`config.mk`:
```
export PLATFORM = sky130hd
export DESIGN_NAME = eb_rr_arb_flat
export DESIGN_NICKNAME = d
export VERILOG_FILES = /design/src/rtl/eb_rr_arb_if.sv /design/src/rtl/eb_rr_arb.sv /design/src/flat_wrapper.sv
export SDC_FILE = /design/constraint.sdc
export NUM_CORES = 1
export LEC_CHECK = 0
export CAP_MARGIN = 20
export CORE_MARGIN = 10
export CORE_UTILIZATION = 24
export CTS_CLUSTER_DIAMETER = 50
export DETAILED_ROUTE_END_ITERATION = 8
export PLACE_DENSITY = 0.89
export SYNTH_ARGS = -nofsm -noshare
export SYNTH_HDL_FRONTEND = slang
export SYNTH_SLANG_ARGS = --single-unit
```
`constraint.sdc`:
```
create_clock -name clk -period 2.1 [get_ports clk]
set_input_delay 0.42 -clock clk [delete_from_list [all_inputs] [get_ports clk]]
set_output_delay 0.42 -clock clk [all_outputs]
set_load 0.02 [all_outputs]
```
`src/rtl/eb_rr_arb_if.sv`:
```
// eb_rr_arb handshake bundle.
// N requesters on the t_* side, one downstream channel on the i_* side.
interface eb_rr_arb_if #(
  parameter int W  = 32,
  parameter int N  = 4,
  parameter int SW = 2
);
  logic [N*W-1:0] t_dat;
  logic [N-1:0]   t_last;
  logic [N-1:0]   t_req;
  logic [N-1:0]   t_ack;
  logic [W-1:0]   i_dat;
  logic           i_last;
  logic           i_req;
  logic           i_ack;
  logic [SW-1:0]  i_sel;
  logic           busy;

  modport slave (
    input  t_dat, t_last, t_req, i_ack,
    output t_ack, i_dat, i_last, i_req, i_sel, busy
  );

  modport master (
    output t_dat, t_last, t_req, i_ack,
    input  t_ack, i_dat, i_last, i_req, i_sel, busy
  );
endinterface

```
`src/rtl/eb_rr_arb.sv`:
```
// eb_rr_arb: packet-locked round-robin arbiter.
// One idle cycle per packet picks the next port; grant held until last.
module eb_rr_arb #(
  parameter int W  = 32,
  parameter int N  = 4,
  parameter int SW = 2
) (
  input logic          clk,
  input logic          reset_n,
  eb_rr_arb_if.slave   bus
);

  typedef enum logic {
    IDLE  = 1'b0,
    GRANT = 1'b1
  } state_t;

  state_t        state;
  logic [SW-1:0] g;
  logic [SW-1:0] ptr;
  logic [SW-1:0] pick;
  logic          held;
  logic          xfer;
  logic [SW-1:0] nxt_ptr;

  // first requester at or after ptr, wrapping at N-1
  always_comb begin
    logic          found;
    int            idx;
    logic [SW-1:0] k;
    pick  = ptr;
    found = 1'b0;
    for (int i = 0; i < N; i++) begin
      idx = int'(ptr) + i;
      if (idx >= N) idx = idx - N;
      k = SW'(idx);
      if (!found && bus.t_req[k]) begin
        found = 1'b1;
        pick  = k;
      end
    end
  end

  // forwarding of the granted port and ack steering
  always_comb begin
    held       = (state == GRANT);
    bus.busy   = held;
    bus.i_sel  = g;
    bus.i_dat  = bus.t_dat[g*W +: W];
    bus.i_req  = held & bus.t_req[g];
    bus.i_last = held & bus.t_req[g] & bus.t_last[g];
    bus.t_ack  = '0;
    if (held && bus.i_ack) bus.t_ack = N'(1) << g;
    xfer       = held & bus.t_req[g] & bus.i_ack;
    nxt_ptr    = (g == SW'(N - 1)) ? '0 : g + SW'(1);
  end

  // arbitration and packet lock
  always_ff @(posedge clk or negedge reset_n) begin
    if (!reset_n) begin
      state <= IDLE;
      g     <= '0;
      ptr   <= '0;
    end else begin
      unique case (state)
        IDLE: begin
          if (|bus.t_req) begin
            g     <= pick;
            state <= GRANT;
          end
        end
        GRANT: begin
          if (xfer && bus.t_last[g]) begin
            ptr   <= nxt_ptr;
            state <= IDLE;
          end
        end
        default: state <= IDLE;
      endcase
    end
  end

endmodule

```
`src/flat_wrapper.sv`:
```
// flat-port wrapper written by rule: the top's interface ports become plain ports
module eb_rr_arb_flat 
#(
  parameter int W  = 32,
  parameter int N  = 4,
  parameter int SW = 2
)
  (clk, reset_n, bus_t_dat, bus_t_last, bus_t_req, bus_i_ack, bus_t_ack, bus_i_dat, bus_i_last, bus_i_req, bus_i_sel, bus_busy);
  eb_rr_arb_if #(.W(W), .N(N), .SW(SW)) bus_i ();
  input logic clk;
  input logic reset_n;
  input wire logic [$bits(bus_i.t_dat)-1:0] bus_t_dat;
  input wire logic [$bits(bus_i.t_last)-1:0] bus_t_last;
  input wire logic [$bits(bus_i.t_req)-1:0] bus_t_req;
  input wire logic [$bits(bus_i.i_ack)-1:0] bus_i_ack;
  output wire logic [$bits(bus_i.t_ack)-1:0] bus_t_ack;
  output wire logic [$bits(bus_i.i_dat)-1:0] bus_i_dat;
  output wire logic [$bits(bus_i.i_last)-1:0] bus_i_last;
  output wire logic [$bits(bus_i.i_req)-1:0] bus_i_req;
  output wire logic [$bits(bus_i.i_sel)-1:0] bus_i_sel;
  output wire logic [$bits(bus_i.busy)-1:0] bus_busy;
  assign bus_i.t_dat = bus_t_dat;
  assign bus_i.t_last = bus_t_last;
  assign bus_i.t_req = bus_t_req;
  assign bus_i.i_ack = bus_i_ack;
  assign bus_t_ack = bus_i.t_ack;
  assign bus_i_dat = bus_i.i_dat;
  assign bus_i_last = bus_i.i_last;
  assign bus_i_req = bus_i.i_req;
  assign bus_i_sel = bus_i.i_sel;
  assign bus_busy = bus_i.busy;
  eb_rr_arb #(.W(W), .N(N), .SW(SW)) u_core (.clk(clk), .reset_n(reset_n), .bus(bus_i));
endmodule
```
==> impl_metrics.toml, run 1 <==
[synth]
synth_area_leaders = "mux4_2 63%, dfrtp_1 10%, ha_1 4.1%"
synth_top_family_by_area = "multiplexers"
yosys.area_share.simple_pct = 9.175
synth_compound_area_share_pct = 5.258
synth_seq_cells = 5
yosys_warnings = 0
syn_area_mm2 = 0.001214
syn_nets = 228
synth_top_cell_by_area = "mux4_2"
seq_area_frac_synth_pct = 10.31
yosysUniqueCellTypes = 24
synth_mux_area_share_pct = 66.39
synthDominantCellAreaShare_pct = 63.09
synth_area_per_cell_um2 = 14.28
synth-adder-area-share_pct = 4.124
netlist_instances = 85
synth_xor_area_share_pct = 0

[placed_design]
dp_hpwl_um = 7392
place_congestion = 0.7741
port_buffers = 179
placed_cells = 335

[detailed_routing]
wl_per_cell_um = 24.45
wl_um = 8386
first_pass_iters = 4
vias = 1658
avgViaCountPerCell = 4.834
ant_nets = 0
drcViolationCount = 0
drt_iter0_drc = 28

[sta]
fin_crit_sh_pct = 100.1
holdWs_ns = 0.4192
hold_viol_final = 0
tightest_slew_ns = 0.2895
skew_ns = 0.005081
rsz0062_at_grt = "yes"
fin_ws_ns = -0.001253
drv_slew = 0
setup_viol = 1
max-slew-margin-rel_pct = 80.70
min_period_ns = 2.101
max_clock_freq_mhz = 475.9

[finish]
fin_nets = 420
diodes = 0
seqCellArea_um2 = 126.4
multi_input_area_mm2 = 0.001039
syn_to_final_growth_pct = 159.1
stdcell_count = 343
fillCellCount = 406
drive_gt1_share_pct = 31.16

[worst_setup_path]
critPathMaxStageDelay_ns = 0.50
crit_fanout = 3
r2r_end = "u_core.ptr[1]$_DFFE_PN0P_"
path_buf_inv = 2
required_ns = 1.68
cp-end-kind = "output pin"
slowest_stage = "mux4_2"
arrival_ns = 1.68
crit_chain = "clkdlybuf4s50_1, mux4_2, and3_4, buf_4"
cp-start-kind = "input port"
worstRegToRegCells = 5
r2r_slack_ns = 0.36
critPathTopFamily = "buffers and inverters"
path_class = "in -> out"
crit-reg2reg-launch = "u_core.bus.i_sel[0]$_DFFE_PN0P_"
cp.depth = 4

[grt]
gr-total-overflow = 0
grt_pass1_vias = 1919
grtUsageTotal_pct = 19.45
grt_start_max_net_pins = 23
grt_pass1_wl_um = 12610
antenna_found_initial = 0

[floorplan]
core_mm2 = 0.004817
dieArea_mm2 = 0.008301
start_util_pct = 25.19
io_pins = 180
placementRows = 25
dieWidth_um = 91.11
die_h_um = 91.11

[run_status]
status = "finished with violations"
violations = "setup timing"

[job]
cap_violations = 0

[pwr]
power.leakage_nw = 1.282
max-vdd-ir-drop_uv = 589.3
pwr_density_cell_mw_per_mm2 = 981.7

[clocking]
h-tree-depth = 1
tritoncts = "built"
cts.sinks = 5
cts_buffers = 3
postCtsHoldBufs = 0
clkTransAtPathRegs_ns = 0.04
clockBufferDepth = 2
clock_latency_ns = 0.23
root_buffer = "clkbuf_8"

[worst_hold_path]
min_path_type = "in -> async"
[flip-flops by register name, summed over array words and instances (netlist names)]
name              count
u_core.ptr            2
u_core.bus.busy       1
u_core.bus.i_sel      2
[layout by cell type, fill, tap and decap left out]
| cell type | count |
|---|---|
| mux2_4 | 2 |
| clkdlybuf4s15_1 | 5 |
| nand2_1 | 2 |
| nor3b_1 | 1 |
| clkbuf_8 | 3 |
| dfrtp_1 | 4 |
| buf_6 | 2 |
| and2_4 | 2 |
| nand3b_4 | 1 |
| o21ai_0 | 2 |
| nor2b_1 | 2 |
| buf_4 | 13 |
| o22a_1 | 1 |
| buf_12 | 2 |
| dfrtp_2 | 1 |
| dlygate4sd2_1 | 7 |
| and3_4 | 1 |
| nor4_1 | 1 |
| ha_1 | 4 |
| buf_16 | 1 |
| mux4_2 | 34 |
| a21oi_1 | 4 |
| mux2i_1 | 1 |
| clkbuf_2 | 4 |
| buf_2 | 20 |
| o221ai_1 | 2 |
| clkbuf_1 | 1 |
| a21o_1 | 1 |
| inv_1 | 4 |
| nor2_1 | 3 |
| dlymetal6s2s_1 | 2 |
| and3_1 | 4 |
| clkdlybuf4s50_1 | 139 |
[per-layer routing]
| layer | part of all wire [%] | GRT usage, % |
|---|---|---|
| met4 | 0.92 | 3.525 |
| met5 | 0 | 0 |
| met3 | 8.0 | 5.761 |
| met1 | 35 | 19.36 |
| met2 | 56 | 38.72 |
[cells by family after synthesis]
logic type | count (synthesis)
flip-flops | 5
AND/OR/NAND/NOR | 17
multiplexers | 37
AO/OA/AOI/OAI | 10
buffers and inverters | 12
adder cells (fa/ha/maj) | 4
[synth_stat cells (all sizes together)]
library cell and count:
dfrtp 5, nor4 1, mux4 34, o221ai 2, a21oi 4, clkbuf 1, mux2 2, nand3b 1
a21o 1, mux2i 1, nor3b 1, nand2 2, buf 7, and2 2, nor2 3, o21ai 2
nor2b 2, and3 5, ha 4, inv 4, o22a 1
[per-stage QoR]
stage / setup slack (ns) / setup TNS [ns] / power, W / cell area, um2 / utilization [%]
finish: -0.001253 / -0.001253 / 0.003087 / 3144 / 65.27
global route: -0.03145 / -0.03571 / 0.003285 / 3144 / 65.27
CTS: -0.06567 / -0.5655 / 0.003181 / 3202 / 66.47
detailed placement: -0.3902 / -6.756 / 0.003073 / 3163 / 65.66
global placement: -0.3889 / -6.150 / 0.003029 / 3163 / 65.66
floorplan: 0.1016 / 0 / 0.001777 / 1214 / -
[where the power goes]
group          internal (W)  switching, W
Combinational       0.00143       0.00125
Sequential         0.000144     0.0000723
Clock              0.000131     0.0000563
Total               0.00171       0.00138
[repair_timing]
action                                  in CTS  in global routing
gates resized for setup                    101                 27
gates cloned                                 1                  0
endpoints found under the setup margin      38                 21
buffers inserted                             3                  1
endpoints found under the hold margin        0                  0
[cell type report]
type	instances	area share, %
clock buffer	4	1.433
inverter	4	0.4775
multi-input combinational	68	33.03
sequential	5	4.019
tap	67	2.666
timing repair buffer	195	58.38
[worst max path at each step]
stage,startpoint,to
floorplan,u_core.bus.i_sel[0]$_DFFE_PN0P_,bus_i_dat[0]
global placement,bus_t_req[3],bus_i_last
detailed placement,bus_t_req[2],bus_i_req
CTS,u_core.bus.i_sel[0]$_DFFE_PN0P_,bus_i_last
global route,bus_t_req[1],bus_i_last
finish,bus_t_req[1],bus_i_last
(Power assumes the default switching activity.)
==> run 2, diff against run 1 <==
--- a/config.mk
+++ b/config.mk
@@ -9,5 +9,5 @@
 export CORE_MARGIN = 10
 export CORE_UTILIZATION = 24
-export CTS_CLUSTER_DIAMETER = 50
+export CTS_CLUSTER_DIAMETER = 150
 export DETAILED_ROUTE_END_ITERATION = 8
 export PLACE_DENSITY = 0.89
==> constraint.sdc (replaced) <==
create_clock -name clk -period 2.1 [get_ports clk]
set_input_delay 0.21 -clock clk [delete_from_list [all_inputs] [get_ports clk]]
set_output_delay 0.21 -clock clk [all_outputs]
set_load 0.02 [all_outputs]
==> impl_metrics.toml, run 2 (same netlist as run 1, synthesis figures left out) <==
[placed_design]
place_congestion = 0.7973
dp_hpwl_um = 7402
placed_cells = 331
port_buffers = 179
place_ws_ns = 0.03912

[detailed_routing]
drt_iter0_drc = 86
wl_per_cell_um = 24.58
first_pass_iters = 4
vias = 1650
avgViaCountPerCell = 4.896
drcViolationCount = 0
wl_um = 8283
ant_nets = 0

[sta]
tightest_slew_ns = 0.3391
min_period_ns = 2.014
rsz0062_at_grt = "no"
hold_viol_final = 0
fin_setup_tns_ns = 0
drv_slew = 0
skew_ns = 0.004887
max_clock_freq_mhz = 496.5
fin_ws_ns = 0.08601
fin_crit_sh_pct = 95.90
max-slew-margin-rel_pct = 77.31
setup_viol = 0

[clocking]
root_buffer = "clkbuf_8"
postCtsHoldBufs = 0
cts_buffers = 3
h-tree-depth = 1
clkTransAtPathRegs_ns = 0.04
clock_latency_ns = 0.23
cts.sinks = 5
clockBufferDepth = 2
tritoncts = "built"

[floorplan]
dieArea_mm2 = 0.008301
die_h_um = 91.11
placementRows = 25
dieWidth_um = 91.11
core_mm2 = 0.004817
start_util_pct = 25.19
io_pins = 180

[pwr]
power.leakage_nw = 1.267
pwr_density_cell_mw_per_mm2 = 951.5
max-vdd-ir-drop_uv = 584.0

[finish]
syn_to_final_growth_pct = 161.0
diodes = 0
final_common_cell = "clkdlybuf4s50_1"
drive_gt1_share_pct = 19.26
seqCellArea_um2 = 126.4
stdcell_count = 337
multi_input_area_mm2 = 0.001031
fin_util_pct = 65.77
final_cell_mix = "143 x clkdlybuf4s50_1, 34 x mux4_2, 32 x dlygate4sd2_1, 7 x buf_4, 5 x and3_1"
fin_nets = 414
fillCellCount = 392

[grt]
grt_pass1_wl_um = 12430
grtUsageTotal_pct = 19.26
gr-total-overflow = 0
grt-busiest-layer = "met2"
grt.met3_usage_pct = 5.514
grt_start_max_net_pins = 33
grt_pass1_vias = 1946
met1_usage_pct = 19.30
antenna_found_initial = 0
met2_usage_pct = 37.89

[worst_setup_path]
required_ns = 1.89
crit_fanout = 17
r2r_slack_ns = 0.38
crit_path_start = "u_core.bus.i_sel[0]$_DFFE_PN0P_"
critPathMaxStageDelay_ns = 0.53
worstRegToRegCells = 5
r2r_end = "u_core.ptr[0]$_DFFE_PN0P_"
crit-reg2reg-launch = "u_core.bus.i_sel[0]$_DFFE_PN0P_"
cp-start-kind = "register"
path_class = "reg -> out"
crit_chain = "buf_4, buf_12, mux4_2, dlygate4sd2_1"
arrival_ns = 1.80
slowest_stage = "mux4_2"
cp-end-kind = "output pin"

[worst_hold_path]
min_path_type = "in -> async"

[job]
cap_violations = 0

[run_status]
status = "completed"
## run 2: changes by cell type in the layout (fill, tap and decap cells not counted), moves of 2 or more
cell and change:
clkdlybuf4s50_1 +4, clkbuf_2 -4, buf_6 -2, buf_4 -6, dlygate4sd2_1 +25, clkdlybuf4s15_1 -2, buf_2 -20
## run 2: report_power, final
part           switching, W  internal [W]  leakage (nW)
sequential        0.0000840      0.000144        0.0581
combinational       0.00121       0.00139          1.19
clock             0.0000543      0.000131        0.0228
## run 2: layout make-up
type | count | area share, %
timing repair buffer | 189 | 58.93
multi-input combinational | 68 | 32.54
sequential | 5 | 3.989
tap | 67 | 2.646
clock buffer | 4 | 1.422
inverter | 4 | 0.4739
## run 2: worst max-delay path by stage
stage | to | slack [ns] | depth (start not counted)
floorplan | u_core.ptr[0]$_DFFE_PN0P_ | 0.26 | 5
global placement | bus_i_last | 0.04 | 4
detailed placement | bus_i_last | 0.04 | 4
CTS | bus_i_dat[28] | 0.0002 | 4
global route | bus_i_dat[16] | 0.01 | 4
finish | bus_i_dat[17] | 0.09 | 4
## run 2: worst max-delay path: cells and delay by family, from the launching register on
| family | cells | cell delay, ns |
|---|---|---|
| buffers and inverters | 3 | 0.65 |
| flip-flops | 1 | 0.39 |
| multiplexers | 1 | 0.53 |
## run 2: layer usage
layer / share of wire, % / vias up
li1: - / 743
met1: 35 / 794
met2: 55 / 105
met3: 8.4 / 8
met4: 1.4 / 0
met5: 0 / -
## run 2: metrics by stage
step / hold slack [ns] / cell area, um2 / power (W)
finish: 0.2076 / 3168 / 0.003015
global route: 0.2099 / 3168 / 0.003202
CTS: 0.2092 / 3158 / 0.003040
detailed placement: 0.4522 / 3146 / 0.003074
global placement: 0.4504 / 3146 / 0.003016
floorplan: -0.08559 / 1214 / 0.001777
## run 2: repair_timing
action                     CTS  global route
hold endpoints to repair     0             0
pin swaps                    0             0
gates resized for setup     38             1
gates cloned                 0             0
buffers inserted             1             1
setup endpoints to repair   36            24
==> run 3, diff against run 2 <==
Settings changed: RECOVER_POWER set to 50.
==> impl_metrics.toml, run 3 (same netlist as run 1, synthesis figures left out) <==
[worst_setup_path]
cp-start-kind = "register"
critPathMaxStageDelay_ns = 0.65
crit_chain = "buf_12, ha_1, and3_1, dlygate4sd3_1"
crit_fanout = 14
r2r_end = "u_core.ptr[0]$_DFFE_PN0P_"
cp-end-kind = "output pin"
slowest_stage = "dlygate4sd3_1"
path_class = "reg -> out"
worstRegToRegCells = 5
r2r_slack_ns = 0.30
arrival_ns = 1.82
required_ns = 1.89
crit-reg2reg-launch = "u_core.bus.i_sel[0]$_DFFE_PN0P_"

[grt]
grt_pass1_vias = 1946
gr-total-overflow = 0
antenna_found_initial = 0
grt_pass1_wl_um = 12430
grtUsageTotal_pct = 19.26
grt_start_max_net_pins = 33

[sta]
skew_ns = 0.004634
fin_crit_sh_pct = 96.49
min_period_ns = 2.026
hold_viol_final = 0
rsz0062_at_grt = "no"
tightest_slew_ns = 0.3200
fin_setup_tns_ns = 0
holdWs_ns = 0.2746
setup_viol = 0
fin_ws_ns = 0.07365
drv_slew = 0
max_clock_freq_mhz = 493.5
max-slew-margin-rel_pct = 78.59

[floorplan]
core_mm2 = 0.004817
io_pins = 180
die_h_um = 91.11
start_util_pct = 25.19
dieArea_mm2 = 0.008301
placementRows = 25
dieWidth_um = 91.11

[placed_design]
port_buffers = 179
place_congestion = 0.7973
dp_hpwl_um = 7402
place_area_mm2 = 0.003146
placed_cells = 331
place_ws_ns = 0.03912

[worst_hold_path]
min_path_type = "in -> async"

[finish]
final_cell_mix = "137 x clkdlybuf4s50_1, 34 x mux4_2, 32 x dlygate4sd2_1, 6 x dlygate4sd3_1, 6 x buf_4"
diodes = 0
fillCellCount = 403
multi_input_area_mm2 = 0.001015
seqCellArea_um2 = 126.4
drive_gt1_share_pct = 18.15
stdcell_count = 337
fin_nets = 414
final_common_cell = "clkdlybuf4s50_1"
design_area_mm2 = 0.003131
syn_to_final_growth_pct = 157.9

[clocking]
root_buffer = "clkbuf_8"
clkTransAtPathRegs_ns = 0.04
clockBufferDepth = 2
cts.sinks = 5
postCtsHoldBufs = 0
clock_latency_ns = 0.23
tritoncts = "built"
h-tree-depth = 1
cts_buffers = 3

[detailed_routing]
first_pass_iters = 4
drcViolationCount = 0
wl_um = 8287
drt_iter0_drc = 80
vias = 1649
avgViaCountPerCell = 4.893
ant_nets = 0
wl_per_cell_um = 24.59

[job]
cap_violations = 0

[pwr]
power.leakage_nw = 1.224
pwr_density_cell_mw_per_mm2 = 943.2
max-vdd-ir-drop_uv = 558.6

[run_status]
status = "completed"
==> run 3: timing repair <==
action	4_1_cts	5_1_grt
endpoints found under the setup margin	36	24
setup buffers	1	1
gates resized for setup	38	1
==> run 3: worst max-delay path, delay by kind of cell (launching register included) <==
kind,cells,cell delay (ns)
AND/OR/NAND/NOR,1,0.14
adder cells (fa/ha/maj),1,0.21
buffers and inverters,2,0.81
flip-flops,1,0.42
==> run 3: how the worst max path moves through the flow <==
| stage | start | cells past startpoint | end | slack, ns |
|---|---|---|---|---|
| floorplan | u_core.bus.i_sel[0]$_DFFE_PN0P_ | 5 | u_core.ptr[0]$_DFFE_PN0P_ | 0.26 |
| global placement | bus_t_req[3] | 4 | bus_i_last | 0.04 |
| detailed placement | bus_t_req[2] | 4 | bus_i_last | 0.04 |
| CTS | u_core.bus.i_sel[0]$_DFFE_PN0P_ | 4 | bus_i_dat[28] | 0.0002 |
| global route | u_core.bus.i_sel[0]$_DFFE_PN0P_ | 4 | bus_i_dat[16] | 0.01 |
| finish | u_core.bus.i_sel[0]$_DFFE_PN0P_ | 4 | bus_t_ack[3] | 0.07 |
==> run 3: power by group <==
| part | switching (W) | total [W] | internal, W |
|---|---|---|---|
| registers | 0.0000794 | 0.000224 | 0.000144 |
| clock network | 0.0000543 | 0.000185 | 0.000131 |
| logic | 0.00120 | 0.00254 | 0.00135 |
==> run 3: routing by layer <==
| layer | global-route usage (%) | part of all wire, % | up-vias | routed length (um) |
|---|---|---|---|---|
| met5 | 0 | 0 | - | 0 |
| met4 | 4.439 | 1.4 | 0 | 116 |
| met3 | 5.514 | 8.4 | 8 | 695 |
| met2 | 37.89 | 55 | 107 | 4583 |
| met1 | 19.30 | 35 | 791 | 2890 |
| li1 | - | - | 743 | - |
==> run 3: stage by stage <==
stage | utilization, % | total power [W]
after CTS | 65.56 | 0.003040
after global placement | 65.30 | 0.003016
after floorplan | - | 0.001777
after detailed placement | 65.30 | 0.003074
after global routing | 64.99 | 0.003144
final | 64.99 | 0.002953
==> run 3: layout make-up <==
class / count / share of cell area [%]
flip-flops and latches: 5 / 4.037
well taps: 67 / 2.678
clock buffers: 4 / 1.439
inverters: 4 / 0.4796
multi-input cells: 68 / 32.41
repair buffers: 189 / 58.95
==> patch (flow settings as in run 1) <==
`N` is set to 4 in 3 places; all go to 3.
--- a/src/rtl/eb_rr_arb_if.sv
+++ b/src/rtl/eb_rr_arb_if.sv
@@ -2,7 +2,7 @@
 // N requesters on the t_* side, one downstream channel on the i_* side.
 interface eb_rr_arb_if #(
   parameter int W  = 32,
-  parameter int N  = 4,
+  parameter int N  = 3,
   parameter int SW = 2
 );
   logic [N*W-1:0] t_dat;
--- a/src/rtl/eb_rr_arb.sv
+++ b/src/rtl/eb_rr_arb.sv
@@ -2,7 +2,7 @@
 // One idle cycle per packet picks the next port; grant held until last.
 module eb_rr_arb #(
   parameter int W  = 32,
-  parameter int N  = 4,
+  parameter int N  = 3,
   parameter int SW = 2
 ) (
   input logic          clk,
--- a/src/flat_wrapper.sv
+++ b/src/flat_wrapper.sv
@@ -2,7 +2,7 @@
 module eb_rr_arb_flat 
 #(
   parameter int W  = 32,
-  parameter int N  = 4,
+  parameter int N  = 3,
   parameter int SW = 2
 )
   (clk, reset_n, bus_t_dat, bus_t_last, bus_t_req, bus_i_ack, bus_t_ack, bus_i_dat, bus_i_last, bus_i_req, bus_i_sel, bus_busy);
Ports: changed (resized bus_t_ack, bus_t_dat, bus_t_last and bus_t_req); port bits go from 180 to 145. No check against the original RTL was run, so the function may have changed too.
==> patch against run 1 <==
- routed wire length shrank 24%
- synthesized area is 3.5% lower
- total power shrank 4.1%
- clock power is 6% lower
- fmax is 3.6% higher
- design area down 11%
- setup slack better by 0.074 ns
- sequential cell count unchanged
- global-route usage shrank 5.3 points
- critical path depth up 1
- critical path type unchanged
==> patch: results <==
sta:
  setup_ws_ns: 0.07254
logic_synthesis:
  seq_area_frac_synth: 0.1068
  synthTopCellsByCount: "mux2i_1, o21ai_0, nand2_1"
  synthesis.nets: 277
  ys_types: 30
  synthCells: 169
worst_setup_path:
  startpoint: "bus_t_req[2]"
  r2r_start: "u_core.ptr[1]$_DFFE_PN0P_"
  cp_data_arrival_time_ns: 1.61
  cp_slowest_cell: "clkdlybuf4s50_1"
  slowest_delay_ns: 0.42
  crit_path_end: "bus_i_req"
route:
  first_iter_violations: 46
  wl_per_cell_um: 16.40
  dr.pass1.iters: 5
  vias: 1870
  vias_per_cell: 4.820
finish:
  final_nets: 430
  drive_above_1_share: 0.1059
power_and_ir_drop:
  power.clock.total_mw: 0.175
  p_leak_nw: 1.224
placed_design:
  gp_congestion: 0.8763
  post-dp-hpwl_um: 5376
  dp_cells: 381
  port_buffers: 144
global_routing:
  grt_max_degree: 28
run_status:
  status: "finished clean"
==> patch: changes by cell type after synthesis, moves of 3 or more <==
cell,change
mux2i_1,+36
nand2_1,+33
and3_1,-4
a2bb2oi_1,+3
nand2b_1,+3
mux4_2,-34
clkbuf_1,+7
o21ai_0,+35
==> patch: per-layer routing <==
metal | wire length, um | share of wire | GRT usage | up-vias
met5 | 0 | 0 | 0 | -
met4 | 129 | 0.020 | 0.03316 | 0
met3 | 804 | 0.13 | 0.07398 | 19
met2 | 2894 | 0.45 | 0.2464 | 125
met1 | 2536 | 0.40 | 0.1473 | 815
li1 | - | - | - | 911
==> patch: worst max-delay path: cells and delay by family <==
family / cells / cell delay, ns
multiplexers: 1 / 0.19
AND/OR/NAND/NOR: 1 / 0.07
buffers and inverters: 2 / 0.71
AO/OA/AOI/OAI: 1 / 0.22
==> patch: cells by family (layout without fill, tap and decap cells) <==
group | count (synthesis) | after routing | share of synthesized area
simple gates | 53 | 53 | 0.2051
compound gates | 51 | 51 | 0.2522
mux | 39 | 39 | 0.3355
buf+inv | 18 | 170 | 0.06838
flops | 5 | 5 | 0.1068
fa+ha+maj | 3 | 3 | 0.03205
==> patch: area by class of cell <==
| class | count | area [um^2] |
|---|---|---|
| well taps | 67 | 83.83 |
| inverters | 5 | 18.77 |
| clock buffers | 4 | 45.04 |
| repair buffers | 161 | 1549 |
| flip-flops and latches | 5 | 126.4 |
| fillers | 426 | 1926 |
| multi-input cells | 146 | 974.7 |
==> patch: what timing repair did <==
action                                 4_1_cts  5_1_grt
resized for setup                           41       37
gates cloned                                 0        1
endpoints found under the hold margin        0        0
setup buffers                                0        2
setup endpoints to repair                   37       21
pin swaps                                    0        1
